[config.mk]
export PLATFORM = sky130hd
export DESIGN_NAME = if_id_queue_flat
export DESIGN_NICKNAME = d
export VERILOG_FILES = /design/src/rtl/if_id_queue_if.sv /design/src/rtl/if_id_queue.sv /design/src/flat_wrapper.sv
export SDC_FILE = /design/constraint.sdc
export NUM_CORES = 1
export LEC_CHECK = 0
export BUFFER_PORTS_ARGS = -buffer_cell sky130_fd_sc_hd__buf_4
export CORE_MARGIN = 4
export CORE_UTILIZATION = 40
export CTS_BUF_LIST = sky130_fd_sc_hd__clkbuf_4
export DETAILED_ROUTE_END_ITERATION = 10
export GPL_ROUTABILITY_DRIVEN = 0
export GPL_TIMING_DRIVEN = 0
export SLEW_MARGIN = 20
export SYNTH_ARGS = -nofsm -noshare
export SYNTH_HDL_FRONTEND = slang
export SYNTH_SLANG_ARGS = --single-unit
[constraint.sdc]
create_clock -name clk -period 8.1 [get_ports clk]
set_input_delay 0.81 -clock clk [delete_from_list [all_inputs] [get_ports clk]]
set_output_delay 0.81 -clock clk [all_outputs]
set_load 0.03 [all_outputs]
[src/rtl/if_id_queue_if.sv]
// Handshake bundle between IF, the instruction queue and ID.
//   if_to_q_valid/if_to_q_zip/q_allowin : IF -> queue packet handshake
//   q_to_id_valid/q_to_id_zip/id_allowin : queue -> ID packet handshake
//   flush                                : branch taken in ID, discard contents
//   q_count                              : current queue occupancy
// master: the IF/ID pipeline side; slave: the queue itself.
interface if_id_queue_if #(
    parameter int unsigned DEPTH = 4,
    parameter int unsigned ZIP_W = 64
);
    localparam int unsigned CNT_W = $clog2(DEPTH + 1);

    logic             if_to_q_valid;
    logic             q_allowin;
    logic [ZIP_W-1:0] if_to_q_zip;
    logic             q_to_id_valid;
    logic             id_allowin;
    logic [ZIP_W-1:0] q_to_id_zip;
    logic             flush;
    logic [CNT_W-1:0] q_count;

    modport master (
        output if_to_q_valid,
        output if_to_q_zip,
        output id_allowin,
        output flush,
        input  q_allowin,
        input  q_to_id_valid,
        input  q_to_id_zip,
        input  q_count
    );

    modport slave (
        input  if_to_q_valid,
        input  if_to_q_zip,
        input  id_allowin,
        input  flush,
        output q_allowin,
        output q_to_id_valid,
        output q_to_id_zip,
        output q_count
    );
endinterface

[src/rtl/if_id_queue.sv]
// Instruction queue between IF and ID: a DEPTH-entry circular buffer of
// {inst, pc} packets that decouples fetch from decode stalls.
//   clk    : clock, rising-edge state updates
//   resetn : asynchronous active-low reset (empties the queue)
//   q      : slave side of if_id_queue_if (IF push, ID pop, flush, count)
// DEPTH must be a power of two (>= 2) so the pointers wrap for free.
// Handshake outputs depend only on registered state; there is no path from
// id_allowin or flush to q_allowin, and no same-cycle push-to-output bypass.
module if_id_queue #(
    parameter int unsigned DEPTH = 4,
    parameter int unsigned ZIP_W = 64
) (
    input  logic          clk,
    input  logic          resetn,
    if_id_queue_if.slave  q
);
    localparam int unsigned PTR_W = $clog2(DEPTH);
    localparam int unsigned CNT_W = $clog2(DEPTH + 1);

    logic [ZIP_W-1:0] r_mem [DEPTH];
    logic [PTR_W-1:0] r_rd_ptr;
    logic [PTR_W-1:0] r_wr_ptr;
    logic [CNT_W-1:0] r_count;

    logic w_full;
    logic w_empty;
    logic w_push;
    logic w_pop;

    // Occupancy flags and qualified handshakes; flush masks both sides.
    assign w_full  = (r_count == CNT_W'(DEPTH));
    assign w_empty = (r_count == CNT_W'(0));
    assign w_push  = q.if_to_q_valid & ~w_full  & ~q.flush;
    assign w_pop   = q.id_allowin    & ~w_empty & ~q.flush;

    assign q.q_allowin     = ~w_full;
    assign q.q_to_id_valid = ~w_empty;
    assign q.q_to_id_zip   = w_empty ? '0 : r_mem[r_rd_ptr];
    assign q.q_count       = r_count;

    // Packet storage; contents are don't-care until written, so no reset.
    always_ff @(posedge clk) begin
        if (w_push) begin
            r_mem[r_wr_ptr] <= q.if_to_q_zip;
        end
    end

    // Pointers and occupancy; flush returns everything to the reset state.
    always_ff @(posedge clk or negedge resetn) begin
        if (!resetn) begin
            r_rd_ptr <= '0;
            r_wr_ptr <= '0;
            r_count  <= '0;
        end else if (q.flush) begin
            r_rd_ptr <= '0;
            r_wr_ptr <= '0;
            r_count  <= '0;
        end else begin
            if (w_push) begin
                r_wr_ptr <= r_wr_ptr + PTR_W'(1);
            end
            if (w_pop) begin
                r_rd_ptr <= r_rd_ptr + PTR_W'(1);
            end
            case ({w_push, w_pop})
                2'b10:   r_count <= r_count + CNT_W'(1);
                2'b01:   r_count <= r_count - CNT_W'(1);
                default: r_count <= r_count;
            endcase
        end
    end
endmodule

[src/flat_wrapper.sv]
// flat-port wrapper written by rule: the top's interface ports become plain ports
module if_id_queue_flat 
#(
    parameter int unsigned DEPTH = 4,
    parameter int unsigned ZIP_W = 64
)
  (clk, resetn, q_if_to_q_valid, q_if_to_q_zip, q_id_allowin, q_flush, q_q_allowin, q_q_to_id_valid, q_q_to_id_zip, q_q_count);
  if_id_queue_if #(.DEPTH(DEPTH), .ZIP_W(ZIP_W)) q_i ();
  input  logic clk;
  input  logic resetn;
  input wire logic [$bits(q_i.if_to_q_valid)-1:0] q_if_to_q_valid;
  input wire logic [$bits(q_i.if_to_q_zip)-1:0] q_if_to_q_zip;
  input wire logic [$bits(q_i.id_allowin)-1:0] q_id_allowin;
  input wire logic [$bits(q_i.flush)-1:0] q_flush;
  output wire logic [$bits(q_i.q_allowin)-1:0] q_q_allowin;
  output wire logic [$bits(q_i.q_to_id_valid)-1:0] q_q_to_id_valid;
  output wire logic [$bits(q_i.q_to_id_zip)-1:0] q_q_to_id_zip;
  output wire logic [$bits(q_i.q_count)-1:0] q_q_count;
  assign q_i.if_to_q_valid = q_if_to_q_valid;
  assign q_i.if_to_q_zip = q_if_to_q_zip;
  assign q_i.id_allowin = q_id_allowin;
  assign q_i.flush = q_flush;
  assign q_q_allowin = q_i.q_allowin;
  assign q_q_to_id_valid = q_i.q_to_id_valid;
  assign q_q_to_id_zip = q_i.q_to_id_zip;
  assign q_q_count = q_i.q_count;
  if_id_queue #(.DEPTH(DEPTH), .ZIP_W(ZIP_W)) u_core (.clk(clk), .resetn(resetn), .q(q_i));
endmodule
==> results of run 1 <==
## through the flow
stage	power, mW	cell area (um^2)	setup slack (ps)	cells	hold slack (ps)
3_5_place_dp	2.13	11700	5110	941	566
4_1_cts	3.28	12600	4630	1057	299
2_1_floorplan	1.92	10200	4850	471	514
6_report	3.23	12600	4720	1057	364
5_1_grt	3.39	12600	4560	1057	304
3_3_place_gp	2.12	11600	3500	937	560
## power by group through the flow
| stage | clock network [mW] | logic [mW] | registers, mW |
|---|---|---|---|
| 3_3_place_gp | 0 | 0.533 | 1.59 |
| 6_report | 1.14 | 0.534 | 1.56 |
| 3_5_place_dp | 0 | 0.546 | 1.58 |
| 4_1_cts | 1.18 | 0.548 | 1.56 |
| 2_1_floorplan | 0 | 0.335 | 1.59 |
| 5_1_grt | 1.25 | 0.577 | 1.56 |
## placed cells by master (no fill, tap or decap), types with 3 or more instances in the layout
cell and n:
sky130_fd_sc_hd__buf_12 4, sky130_fd_sc_hd__nor2_1 7, sky130_fd_sc_hd__bufinv_16 3, sky130_fd_sc_hd__a21oi_1 4
sky130_fd_sc_hd__nand3_1 5, sky130_fd_sc_hd__dfrtp_1 7, sky130_fd_sc_hd__ha_1 4, sky130_fd_sc_hd__edfxtp_1 256
sky130_fd_sc_hd__buf_6 4, sky130_fd_sc_hd__clkinv_1 14, sky130_fd_sc_hd__xor2_1 3, sky130_fd_sc_hd__mux4_2 64
sky130_fd_sc_hd__clkbuf_1 9, sky130_fd_sc_hd__buf_4 139, sky130_fd_sc_hd__buf_2 8, sky130_fd_sc_hd__clkbuf_4 96
sky130_fd_sc_hd__nand2_1 5, sky130_fd_sc_hd__and2_4 4, sky130_fd_sc_hd__inv_1 3, sky130_fd_sc_hd__and2_1 64
## registers in the layout (all words and copies together), names as in the netlist
| name | count |
|---|---|
| u_core.q.q_count | 3 |
| u_core.r_mem | 256 |
| u_core.r_wr_ptr | 2 |
| u_core.r_rd_ptr | 2 |
## cells by family after synthesis
kind of cell,Yosys count
AO/OA/AOI/OAI,11
XOR/XNOR,5
adder cells (fa/ha/maj),5
buffers and inverters,28
flip-flops,263
multiplexers,64
AND/OR/NAND/NOR,95
## cell type report
cell class / count / area, um^2 / area share, %
clock buffer: 96 / 721 / 5.71
timing repair buffer: 141 / 1110 / 8.81
tap: 330 / 413 / 3.27
clock inverter: 19 / 151 / 1.20
inverter: 3 / 11.3 / 0.0893
sequential: 263 / 7860 / 62.3
buffer: 25 / 145 / 1.15
multi-input combinational: 180 / 2200 / 17.5
## critical path: stages, from the launching register on
cell and delay (ps):
sky130_fd_sc_hd__dfrtp_1 420, sky130_fd_sc_hd__buf_4 180, sky130_fd_sc_hd__or3_1 500, sky130_fd_sc_hd__buf_2 270, sky130_fd_sc_hd__buf_2 220, sky130_fd_sc_hd__and2_1 180
sky130_fd_sc_hd__buf_4 170
## per-layer routing
layer  vias up  wire length (um)
met1      2716              8220
met5         -                13
met4         2               456
met2       211             10200
li1       2368                 -
met3        40              1540
## cells in the mapped netlist, drive strengths merged, types with 3 or more instances
library cell and instances:
edfxtp 256, nor2 7, and2 68, xor2 3, inv 3, buf 16, clkbuf 9, ha 4
a21oi 4, dfrtp 7, mux4 64, nand2 5, nand3 5
## path summary, 6_finish.rpt
check | depth (start not counted) | startpoint | to | slack, ps
max | 6 | u_core.q.q_count[0]$_DFFE_PN0P_ | q_q_to_id_zip[53] | 4720
min | 1 | q_if_to_q_zip[45] | u_core.r_mem[1][45]$_DFFE_PP_ | 360
max reg2reg | 8 | u_core.q.q_count[0]$_DFFE_PN0P_ | u_core.q.q_count[2]$_DFFE_PN0P_ | 5100
min reg2reg | 2 | u_core.r_wr_ptr[1]$_DFFE_PN0P_ | u_core.r_wr_ptr[1]$_DFFE_PN0P_ | 580
max in group asynchronous | 2 | resetn | u_core.r_wr_ptr[0]$_DFFE_PN0P_ | 7420
min in group asynchronous | 2 | resetn | u_core.r_rd_ptr[0]$_DFFE_PN0P_ | 540
==> summary.txt, run 1 <==
================================================================================
Mapped Nets                                                                  545
Total count of hold-check failures in the final report                         0
Total leakage power                                                      4.40 nW
Clock tree from TritonCTS                                                   done
Portion of total power attributed to sequential cells                      48.2%
Arrival time worst endpoint                                              2570 ps
Number of cells produced by synthesis                                        471
Largest family of logic cells by synthesized area                   multiplexers
Clk pin slew, worst setup/hold paths                                       70 ps
Design internal power                                                    2.41 mW
Number of antenna violations at the first check in global routing              1
CP max FO                                                                     10
Synth Area in Adders                                                      0.686%
Max Freq                                                               0.296 GHz
Synthesis Warnings                                                             0
Peak supply drop                                                        0.163 mV
Switching Fraction                                                         25.3%
Worst Max-Slew Pin Slew                                                   695 ps
Clock share of power                                                       35.2%
Global-route met3 utilization                                              5.07%
Post-synth top area share                                                  75.3%
Mapped cell area                                                      10200 um^2
Setup-failing EPs final                                                        0
Worst-case clock skew                                                    29.3 ps
Met2 Resource Use GR                                                       24.5%
Clock root buffer                                                   sky130_fd_sc_hd__clkbuf_4
Power per standard cell area                                         256 nW/um^2
Share of cells above drive strength 1                                      44.6%
DRC violations left                                                            0
Synthesis-to-layout area growth                                            23.6%
Worst setup SP type                                                         flop
Sw power                                                                0.815 mW
Headroom to the max-slew limit                                             53.7%
Maximum clock path buffer count                                                3
Prevailing post-synth register cell                                 sky130_fd_sc_hd__edfxtp_1
Fraction of synthesized cell area in xor and xnor cells                   0.429%
Number of H-tree levels                                                        3
Die Height                                                                168 um
Utilization of the core after routing                                      50.1%
Number of enable-type register cells in the synthesized netlist              256
Number of filler instances in the final layout                              2097
Total number of vias                                                        5337
Post-CTS resize count                                                          0
Sum of overflow across all layers after global routing                         0
Core area                                                             25200 um^2
Total Wirelength                                                        20500 um
Number of global-route vias before repair                                   5971
Detailed-router iteration count before antenna repair                          5
Wire length of the first global-routing pass                            32100 um
Run status                                                          finished, final reports clean
Flip-flop and latch count after synthesis                                    263
Final critical-path share of the clock period                              41.7%
Crit path capture type                                               output port
Avg Cell Area, Syn                                                     21.7 um^2
Clock sinks                                                                  263
Worst min path class                                                      in2reg
# hold bufs at CTS                                                             1
DIE WIDTH                                                                 168 um
Final net count                                                              757
Iteration-0 DRC Markers                                                      370
Sequential area share after synthesis                                      77.0%
Async set-reset flop share out of synthesis                                2.66%
Part of the power in combinational logic                                   16.6%
Final critical-path required period                                      3380 ps
Maximum number of pins on one net before global-route repair                  35
Post-CTS setup buffer count                                                    0
Dominant cells by area after synthesis                              sky130_fd_sc_hd__edfxtp_1 75%, sky130_fd_sc_hd__mux4_2 14%, sky130_fd_sc_hd__and2_1 4.2%
Count of input and output buffers                                            136
RSZ-0062 raised after global routing                                       false
FP Rows                                                                       58
Number of maximum-capacitance constraint violations                            0
Detailed placement HPWL                                                 12500 um
Antenna Cells                                                                  0
Synth Area in Simple Gates                                                 5.58%
Number of nets still failing antenna checks after routing                      0
Detail-routed via count per cell                                            5.05
Routed len/inst                                                          19.4 um
Die area                                                              28100 um^2
Start-to-end type of the worst setup path                                reg2out
Initial Utilization                                                        40.5%
Count of cell types in the netlist                                            31
Data required time of the critical path                                  7290 ps
CTS buffer count                                                              69
Cell type with the highest aggregate area in the netlist            sky130_fd_sc_hd__edfxtp_1
Number of max-slew violations in the final report                              0
Proportion of synthesized area in mux cells                                14.1%
Post-synthesis compound-gate area fraction                                0.662%
Met1 layer usage reported by global route                                  17.8%
Top Ports                                                                    138
Worst skew pair latency                                                   640 ps
Global-route usage over all layers                                         14.7%
Routing layer with the top usage in global route                            met2
Post-route setup TNS                                                        0 ps
================================================================================
(Power assumes the default switching activity.)
==> run 2: changes to the inputs <==
--- a/config.mk
+++ b/config.mk
@@ -5,6 +5,7 @@
 export SDC_FILE = /design/constraint.sdc
 export NUM_CORES = 1
 export LEC_CHECK = 0
+export ABC_AREA = 1
 export BUFFER_PORTS_ARGS = -buffer_cell sky130_fd_sc_hd__buf_4
 export CORE_MARGIN = 4
 export CORE_UTILIZATION = 40
==> constraint.sdc (replaced) <==
create_clock -name clk -period 3.3 [get_ports clk]
set_input_delay 0.33 -clock clk [delete_from_list [all_inputs] [get_ports clk]]
set_output_delay 0.33 -clock clk [all_outputs]
set_load 0.03 [all_outputs]
==> run 2 against run 1 <==
Against the previous run: sequential share of layout area fell by 5.0 points; non-clock buffer count rose by 98; synthesized cell count rose by 74%; sequential power rose to 2.5 times the previous value; first-iteration DRC count rose by 22%; register-to-register slack got worse by 4300 ps; flip-flop and latch count did not move; critical path type unchanged; critical endpoint is now q_q_to_id_zip[35]; largest power group unchanged; highest routed layer is now met4.
==> summary.txt, run 2 <==
================================================================================
Run status                                                          finished, final reports clean
FP Rows                                                                       58   unchanged
Worst r2r dst                                                       u_core.r_mem[1][16]$_DFFE_PP_
Utilization of the core after routing                                      54.2%   +4.1 points
Largest reg by FF count                                             u_core.r_mem
Iteration-0 DRC Markers                                                      450   +22%
Fin worst setup slack                                                     481 ps   -4240 ps
Post-CTS resize count                                                          0   unchanged
CP max FO                                                                     10   unchanged
Final critical-path share of the clock period                              85.4%
Number of cells produced by synthesis                                        819   +74%
Total non-filler cell area in the finished layout                     13700 um^2   +8.7%
Initial Utilization                                                        41.0%   +0.40 points
Die Height                                                                169 um   +0.75%
R2R setup slack                                                           840 ps   -4260 ps
Power per standard cell area                                         781 nW/um^2   +210%
Share of cells above drive strength 1                                      26.1%   -18 points
Sum of overflow across all layers after global routing                         0   unchanged
Sequential area share after synthesis                                      75.8%   -1.2 points
Worst Max-Slew Pin Slew                                                   684 ps   -10.2 ps
Number of H-tree levels                                                        3   unchanged
Ranking of synthesized cells by instance count                      262 x sky130_fd_sc_hd__nor2_1, 256 x sky130_fd_sc_hd__edfxtp_1, 128 x sky130_fd_sc_hd__o21ai_0
Post-route setup TNS                                                        0 ps   unchanged
Total count of hold-check failures in the final report                         0   unchanged
Worst-case clock skew                                                    20.1 ps   -9.24 ps
Max FFs per register                                                         256   unchanged
Post-route non-filler standard cell count                                   1489   +41%
Clock share of power                                                       26.8%   -8.4 points
Maximum clock path buffer count                                                3   unchanged
Setup-failing EPs final                                                        0   unchanged
Synthesis-to-layout area growth                                            32.3%
Worst setup SP type                                                         flop
Headroom to the max-slew limit                                             54.3%   +0.57 points
Clk pin slew, worst setup/hold paths                                       70 ps   about the same
Max Freq                                                               0.355 GHz
Mapped cell area                                                      10400 um^2   +1.6%
Switching Fraction                                                         37.1%   +12 points
Most common library cell in the layout ignoring fill and taps       sky130_fd_sc_hd__nor2_1
Flip-flop and latch count after synthesis                                    263   unchanged
Detailed placement HPWL                                                 15600 um   +24%
Total number of vias                                                        7142   +34%
Number of max-slew violations in the final report                              0   unchanged
Die area                                                              28600 um^2   +1.5%
Worst min path class                                                    in2async
Worst-case reg-to-reg path depth                                               8   unchanged
Most used cells in the layout excluding fill and tap cells          258 x sky130_fd_sc_hd__nor2_1, 256 x sky130_fd_sc_hd__edfxtp_1, 151 x sky130_fd_sc_hd__buf_4
Wire length of the first global-routing pass                            38200 um   +19%
Post-synth top area share                                                  74.1%   -1.2 points
Most common cell in the synthesized netlist                         sky130_fd_sc_hd__nor2_1
Top Ports                                                                    138   unchanged
Detailed-router iteration count before antenna repair                          5   unchanged
DIE WIDTH                                                                 169 um   +0.75%
Routed len/inst                                                          16.8 um   -13%
Number of filler instances in the final layout                              2175   +3.7%
Start-to-end type of the worst setup path                                reg2out
Number of enable-type register cells in the synthesized netlist              256   unchanged
Crit path capture type                                               output port
Total Wirelength                                                        25100 um   +23%
Async set-reset flop share out of synthesis                                2.66%   unchanged
CTS buffer count                                                              70   +1.4%
Avg Cell Area, Syn                                                     12.7 um^2   -42%
Number of nets still failing antenna checks after routing                      0   unchanged
Clock root buffer                                                   sky130_fd_sc_hd__clkbuf_4
RSZ-0062 raised after global routing                                       false
Number of antenna violations at the first check in global routing              2   +1
Number of maximum-capacitance constraint violations                            0   unchanged
Placed standard-cell area                                             12100 um^2   +3.4%
Maximum number of pins on one net before global-route repair                  23   -34%
Clock tree from TritonCTS                                                   done
Total leakage power                                                      5.11 nW   +16%
Final net count                                                             1181   +56%
Count of cell types in the netlist                                            23   -26%
Number of global-route vias before repair                                   7148   +20%
Clock sinks                                                                  263   unchanged
Detail-routed via count per cell                                            4.80   -5.0%
Core area                                                             25300 um^2   +0.58%
Final critical-path required period                                      2820 ps
Prevailing post-synth register cell                                 sky130_fd_sc_hd__edfxtp_1
Count of placed standard cells including taps                               1298   +38%
Part of the power in combinational logic                                   36.5%   +20 points
Count of input and output buffers                                            137   +0.74%
Worst skew pair latency                                                   640 ps   about the same
Synthesis Warnings                                                             0   unchanged
Worst hold slack                                                         91.4 ps   -273 ps
Dominant cells by area after synthesis                              sky130_fd_sc_hd__edfxtp_1 74%, sky130_fd_sc_hd__nor2_1 9.5%, sky130_fd_sc_hd__o21ai_0 6.2%
Arrival time worst endpoint                                              2490 ps   -80 ps
DRC violations left                                                            0   unchanged
Setup slack after placement                                               840 ps   -4270 ps
Peak supply drop                                                        0.414 mV   +150%
Global-route usage over all layers                                         17.2%   +2.5 points
Start of the worst register-to-register path                        u_core.q.q_count[0]$_DFFE_PN0P_
Cell type with the highest aggregate area in the netlist            sky130_fd_sc_hd__edfxtp_1
Portion of total power attributed to sequential cells                      36.7%   -12 points
Total power                                                              10.7 mW   +230%
Data required time of the critical path                                  2970 ps   -4320 ps
Design internal power                                                    6.75 mW   +180%
Sw power                                                                 3.97 mW   +390%
Mapped Nets                                                                  893   +64%
================================================================================
[run 2: changes by cell type after synthesis, moves of 9 or more]
cell                      previous run  this run
sky130_fd_sc_hd__buf_4               3        14
sky130_fd_sc_hd__a21oi_1             4        67
sky130_fd_sc_hd__nor2_1              7       262
sky130_fd_sc_hd__and2_1             68         0
sky130_fd_sc_hd__nand2_1             5        14
sky130_fd_sc_hd__o21ai_0             2       128
sky130_fd_sc_hd__mux4_2             64         0
sky130_fd_sc_hd__inv_1               3        14
[run 2: what timing repair did]
item	CTS	global route
endpoints found under the setup margin	0	0
hold buffers	67	0
endpoints found under the hold margin	269	0
buffers inserted	0	0
[run 2: critical path: stages, from the launching register on]
cell and delay, ps:
sky130_fd_sc_hd__dfrtp_1 460, sky130_fd_sc_hd__nor2_4 190, sky130_fd_sc_hd__nand2_2 100, sky130_fd_sc_hd__inv_2 250, sky130_fd_sc_hd__clkbuf_1 520, sky130_fd_sc_hd__a21oi_1 140
sky130_fd_sc_hd__buf_4 210
[run 2: cells by family (layout without fill, tap and decap cells)]
family,Yosys count,after routing,synth area share [%]
DFF,263,263,75.8
AOI/OAI and AO/OA,200,200,9.72
buffers and inverters,64,402,3.10
other,0,2,0
xor gates and xnor gates,1,1,0.0845
adders and majority gates,5,5,0.676
and+or+nand+nor,286,286,10.6
[run 2: routing by layer]
metal / track usage (%) / share of wire, % / up-vias
met3: 3.99 / 5.6 / 39
met2: 28.5 / 48 / 207
met5: 0 / 0 / -
met4: 6.27 / 2.0 / 0
met1: 22.4 / 44 / 3384
li1: - / - / 3512
[run 2: power by group through the flow]
stage	Clock, mW	Combinational (mW)	Sequential (mW)
floorplan	0	2.29	4.03
global placement	0	3.80	4.02
detailed placement	0	3.90	4.01
CTS	2.97	3.97	3.94
global route	3.15	4.22	3.95
finish	2.87	3.91	3.94
[run 2: cell type report]
cell class | instances | area [um^2] | area share [%]
repair buffers | 216 | 1980 | 14.5
multi-input cells | 492 | 2220 | 16.2
inverters | 16 | 60.1 | 0.438
clock inverters | 18 | 133 | 0.967
clock buffers | 104 | 781 | 5.69
plain buffers | 48 | 262 | 1.91
flip-flops and latches | 263 | 7860 | 57.3
diodes | 2 | 5.00 | 0.0365
well taps | 330 | 413 | 3.01
[run 2: how the worst max path moves through the flow]
stage | from | endpoint | slack, ps | cells past startpoint
2_1_floorplan | u_core.q.q_count[0]$_DFFE_PN0P_ | u_core.r_mem[0][0]$_DFFE_PP_ | -200 | 6
3_3_place_gp | u_core.q.q_count[0]$_DFFE_PN0P_ | u_core.r_mem[3][38]$_DFFE_PP_ | -1180 | 6
3_5_place_dp | u_core.q.q_count[0]$_DFFE_PN0P_ | u_core.r_mem[1][33]$_DFFE_PP_ | 840 | 8
4_1_cts | u_core.q.q_count[0]$_DFFE_PN0P_ | q_q_to_id_zip[35] | 390 | 6
5_1_grt | u_core.q.q_count[0]$_DFFE_PN0P_ | q_q_to_id_zip[35] | 310 | 6
6_report | u_core.q.q_count[0]$_DFFE_PN0P_ | q_q_to_id_zip[35] | 480 | 6
==> run 3: changes to the inputs <==
==> constraint.sdc (replaced) <==
create_clock -name clk -period 3.3 [get_ports clk]
set_input_delay 0.66 -clock clk [delete_from_list [all_inputs] [get_ports clk]]
set_output_delay 0.66 -clock clk [all_outputs]
set_load 0.03 [all_outputs]
==> run 3 against run 2 <==
Against the previous run: combinational power down 2%; setup slack got worse by 270 ps; sequential share of layout area increased by 2.9 points; flip-flop and latch count unchanged; non-clock buffer count down 66; critical path depth stayed put; via count is 3.7% lower; largest power group unchanged; final cell count is 4.4% lower.
==> summary.txt, run 3 (same netlist as run 2, synthesis figures left out) <==
================================================================================
Run status                                                          finished, final reports clean
Number of nets still failing antenna checks after routing                      0   unchanged
Maximum number of pins on one net before global-route repair                  23   unchanged
Largest reg by FF count                                             u_core.r_mem
Part of the power in combinational logic                                   36.1%   -0.4 points
Detail-routed via count per cell                                            4.83   +0.77%
Die Height                                                                169 um   unchanged
Sw power                                                                 3.95 mW   -0.51%
Portion of total power attributed to sequential cells                      36.9%   +0.2 points
CTS buffer count                                                              70   unchanged
Final critical-path share of the clock period                              93.7%   +8.3 points
Arrival time worst endpoint                                              2430 ps   -60 ps
Headroom to the max-slew limit                                             54.6%   +0.32 points
Number of antenna violations at the first check in global routing              1   -1
Worst-case clock skew                                                    20.2 ps   +0.0588 ps
Slowest cell on the critical path                                   sky130_fd_sc_hd__clkbuf_1
Most used cells in the layout excluding fill and tap cells          258 x sky130_fd_sc_hd__nor2_1, 256 x sky130_fd_sc_hd__edfxtp_1, 151 x sky130_fd_sc_hd__buf_4
Final net count                                                             1115   -5.6%
Clock root buffer                                                   sky130_fd_sc_hd__clkbuf_4
Post-CTS setup buffer count                                                    0   unchanged
Switching Fraction                                                         37.1%   about the same
Fin worst setup slack                                                     208 ps   -274 ps
DRC violations left                                                            0   unchanged
Worst skew pair latency                                                   640 ps   about the same
Wire length of the first global-routing pass                            37200 um   -2.6%
Total Wirelength                                                        24600 um   -1.7%
Number of max-slew violations in the final report                              0   unchanged
Synthesis-to-layout area growth                                            25.9%
Worst min path class                                                      in2reg
Data required time of the critical path                                  2640 ps   -330 ps
Clock tree from TritonCTS                                                   done
Setup crit start                                                    u_core.r_rd_ptr[0]$_DFFE_PN0P_
CP max FO                                                                     10   unchanged
Design internal power                                                    6.70 mW   -0.66%
FP Rows                                                                       58   unchanged
Maximum clock path buffer count                                                3   unchanged
Die area                                                              28600 um^2   unchanged
Post-route setup TNS                                                        0 ps   unchanged
Number of maximum-capacitance constraint violations                            0   unchanged
Peak per-stage delay on the critical path                                 450 ps   -70 ps
Worst path most repeated cell                                       sky130_fd_sc_hd__buf_4
Power per standard cell area                                         816 nW/um^2   +4.4%
Worst Min Path Start                                                q_if_to_q_zip[19]
Count of input and output buffers                                            137   unchanged
RSZ-0062 raised after global routing                                       false
Iteration-0 DRC Markers                                                      446   -0.89%
Worst-path cell chain                                               inv_2 > buf_4 > clkbuf_1 > o21ai_0 > a21oi_1 > buf_4
Setup slack after placement                                               738 ps   -101 ps
Top Ports                                                                    138   unchanged
Most common library cell in the layout ignoring fill and taps       sky130_fd_sc_hd__nor2_1
Detailed-router iteration count before antenna repair                          4   -1
Clock share of power                                                       26.9%   about the same
DIE WIDTH                                                                 169 um   unchanged
Core area                                                             25300 um^2   unchanged
Number of global-route vias before repair                                   6903   -3.4%
Total count of hold-check failures in the final report                         0   unchanged
Initial Utilization                                                        41.0%   unchanged
Number of H-tree levels                                                        3   unchanged
Combined buffer and inverter count along the critical path                     4   +1
Setup-failing EPs final                                                        0   unchanged
Clock sinks                                                                  263   unchanged
Crit path capture type                                               output port
Start-to-end type of the worst setup path                                reg2out
Clk pin slew, worst setup/hold paths                                       70 ps   about the same
Top Family by Delay on Critical Path                                buffers and inverters
Start of the worst register-to-register path                        u_core.q.q_count[0]$_DFFE_PN0P_
Max FFs per register                                                         256   unchanged
Worst Max-Slew Pin Slew                                                   679 ps   -4.80 ps
Sum of overflow across all layers after global routing                         0   unchanged
Worst setup SP type                                                         flop
Final critical-path required period                                      3090 ps   +274 ps
Peak supply drop                                                        0.396 mV   -4.3%
Routed len/inst                                                          17.3 um   +2.9%
Share of cells above drive strength 1                                      28.0%   +1.9 points
Max Freq                                                               0.323 GHz   -8.8%
Total leakage power                                                      4.84 nW   -5.2%
Total number of vias                                                        6878   -3.7%
Detailed placement HPWL                                                 15600 um   unchanged
Global-route usage over all layers                                         16.9%   -0.36 points
================================================================================
-- run 3: cell count changes in the layout (fill, tap and decap cells not counted), sizes merged --
cell and change:
dlygate4sd3 -66
-- run 3: power by group through the flow --
| stage | clock [mW] | sequential (mW) | combinational, mW |
|---|---|---|---|
| 2_1_floorplan | 0 | 4.03 | 2.29 |
| 3_3_place_gp | 0 | 4.02 | 3.80 |
| 3_5_place_dp | 0 | 4.01 | 3.90 |
| 4_1_cts | 2.97 | 3.94 | 3.91 |
| 5_1_grt | 3.16 | 3.95 | 4.15 |
| 6_report | 2.87 | 3.94 | 3.85 |
-- run 3: final timing paths --
| kind | endpoint | slack [ps] | cells past startpoint |
|---|---|---|---|
| max | q_q_to_id_zip[2] | 210 | 6 |
| min | u_core.r_mem[2][19]$_DFFE_PP_ | 220 | 1 |
| max reg2reg | u_core.r_mem[1][16]$_DFFE_PP_ | 850 | 8 |
| min reg2reg | u_core.r_wr_ptr[1]$_DFFE_PN0P_ | 630 | 2 |
| max in group asynchronous | u_core.r_rd_ptr[1]$_DFFE_PN0P_ | 2770 | 2 |
| min in group asynchronous | u_core.q.q_count[0]$_DFFE_PN0P_ | 390 | 2 |
-- run 3: layer usage --
layer	GRT usage [%]	vias to the layer above	routed length, um	share of wire (%)
li1	-	3389	-	-
met4	5.95	0	438	1.8
met3	4.27	34	1460	5.9
met1	21.9	3256	10800	44
met2	27.8	199	12000	49
met5	0	-	0	0
-- run 3: area by class of cell --
cell class | instances | area, um^2
diodes | 2 | 5.00
plain buffers | 48 | 265
clock buffers | 104 | 781
clock inverters | 18 | 133
fillers | 2219 | 12300
inverters | 16 | 60.1
multi-input cells | 492 | 2220
flip-flops and latches | 263 | 7860
well taps | 330 | 413
repair buffers | 150 | 1320
-- run 3: through the flow --
stage                     std cells  instance area, um^2  power [mW]  utilization [%]  hold WS [ps]
final                          1423                13100        10.7             51.6           221
after global placement         1286                11800        7.82             46.7           482
after global routing           1423                13100        11.3             51.6           152
after CTS                      1421                13100        10.8             51.5           147
after floorplan                 819                10400        6.32                -           364
after detailed placement       1298                12100        7.90             47.9           481
-- run 3: timing repair --
action | 4_1_cts | 5_1_grt
hold endpoints to repair | 7 | 0
gates resized for setup | 0 | 6
endpoints found under the setup margin | 0 | 4
hold buffers | 1 | 0
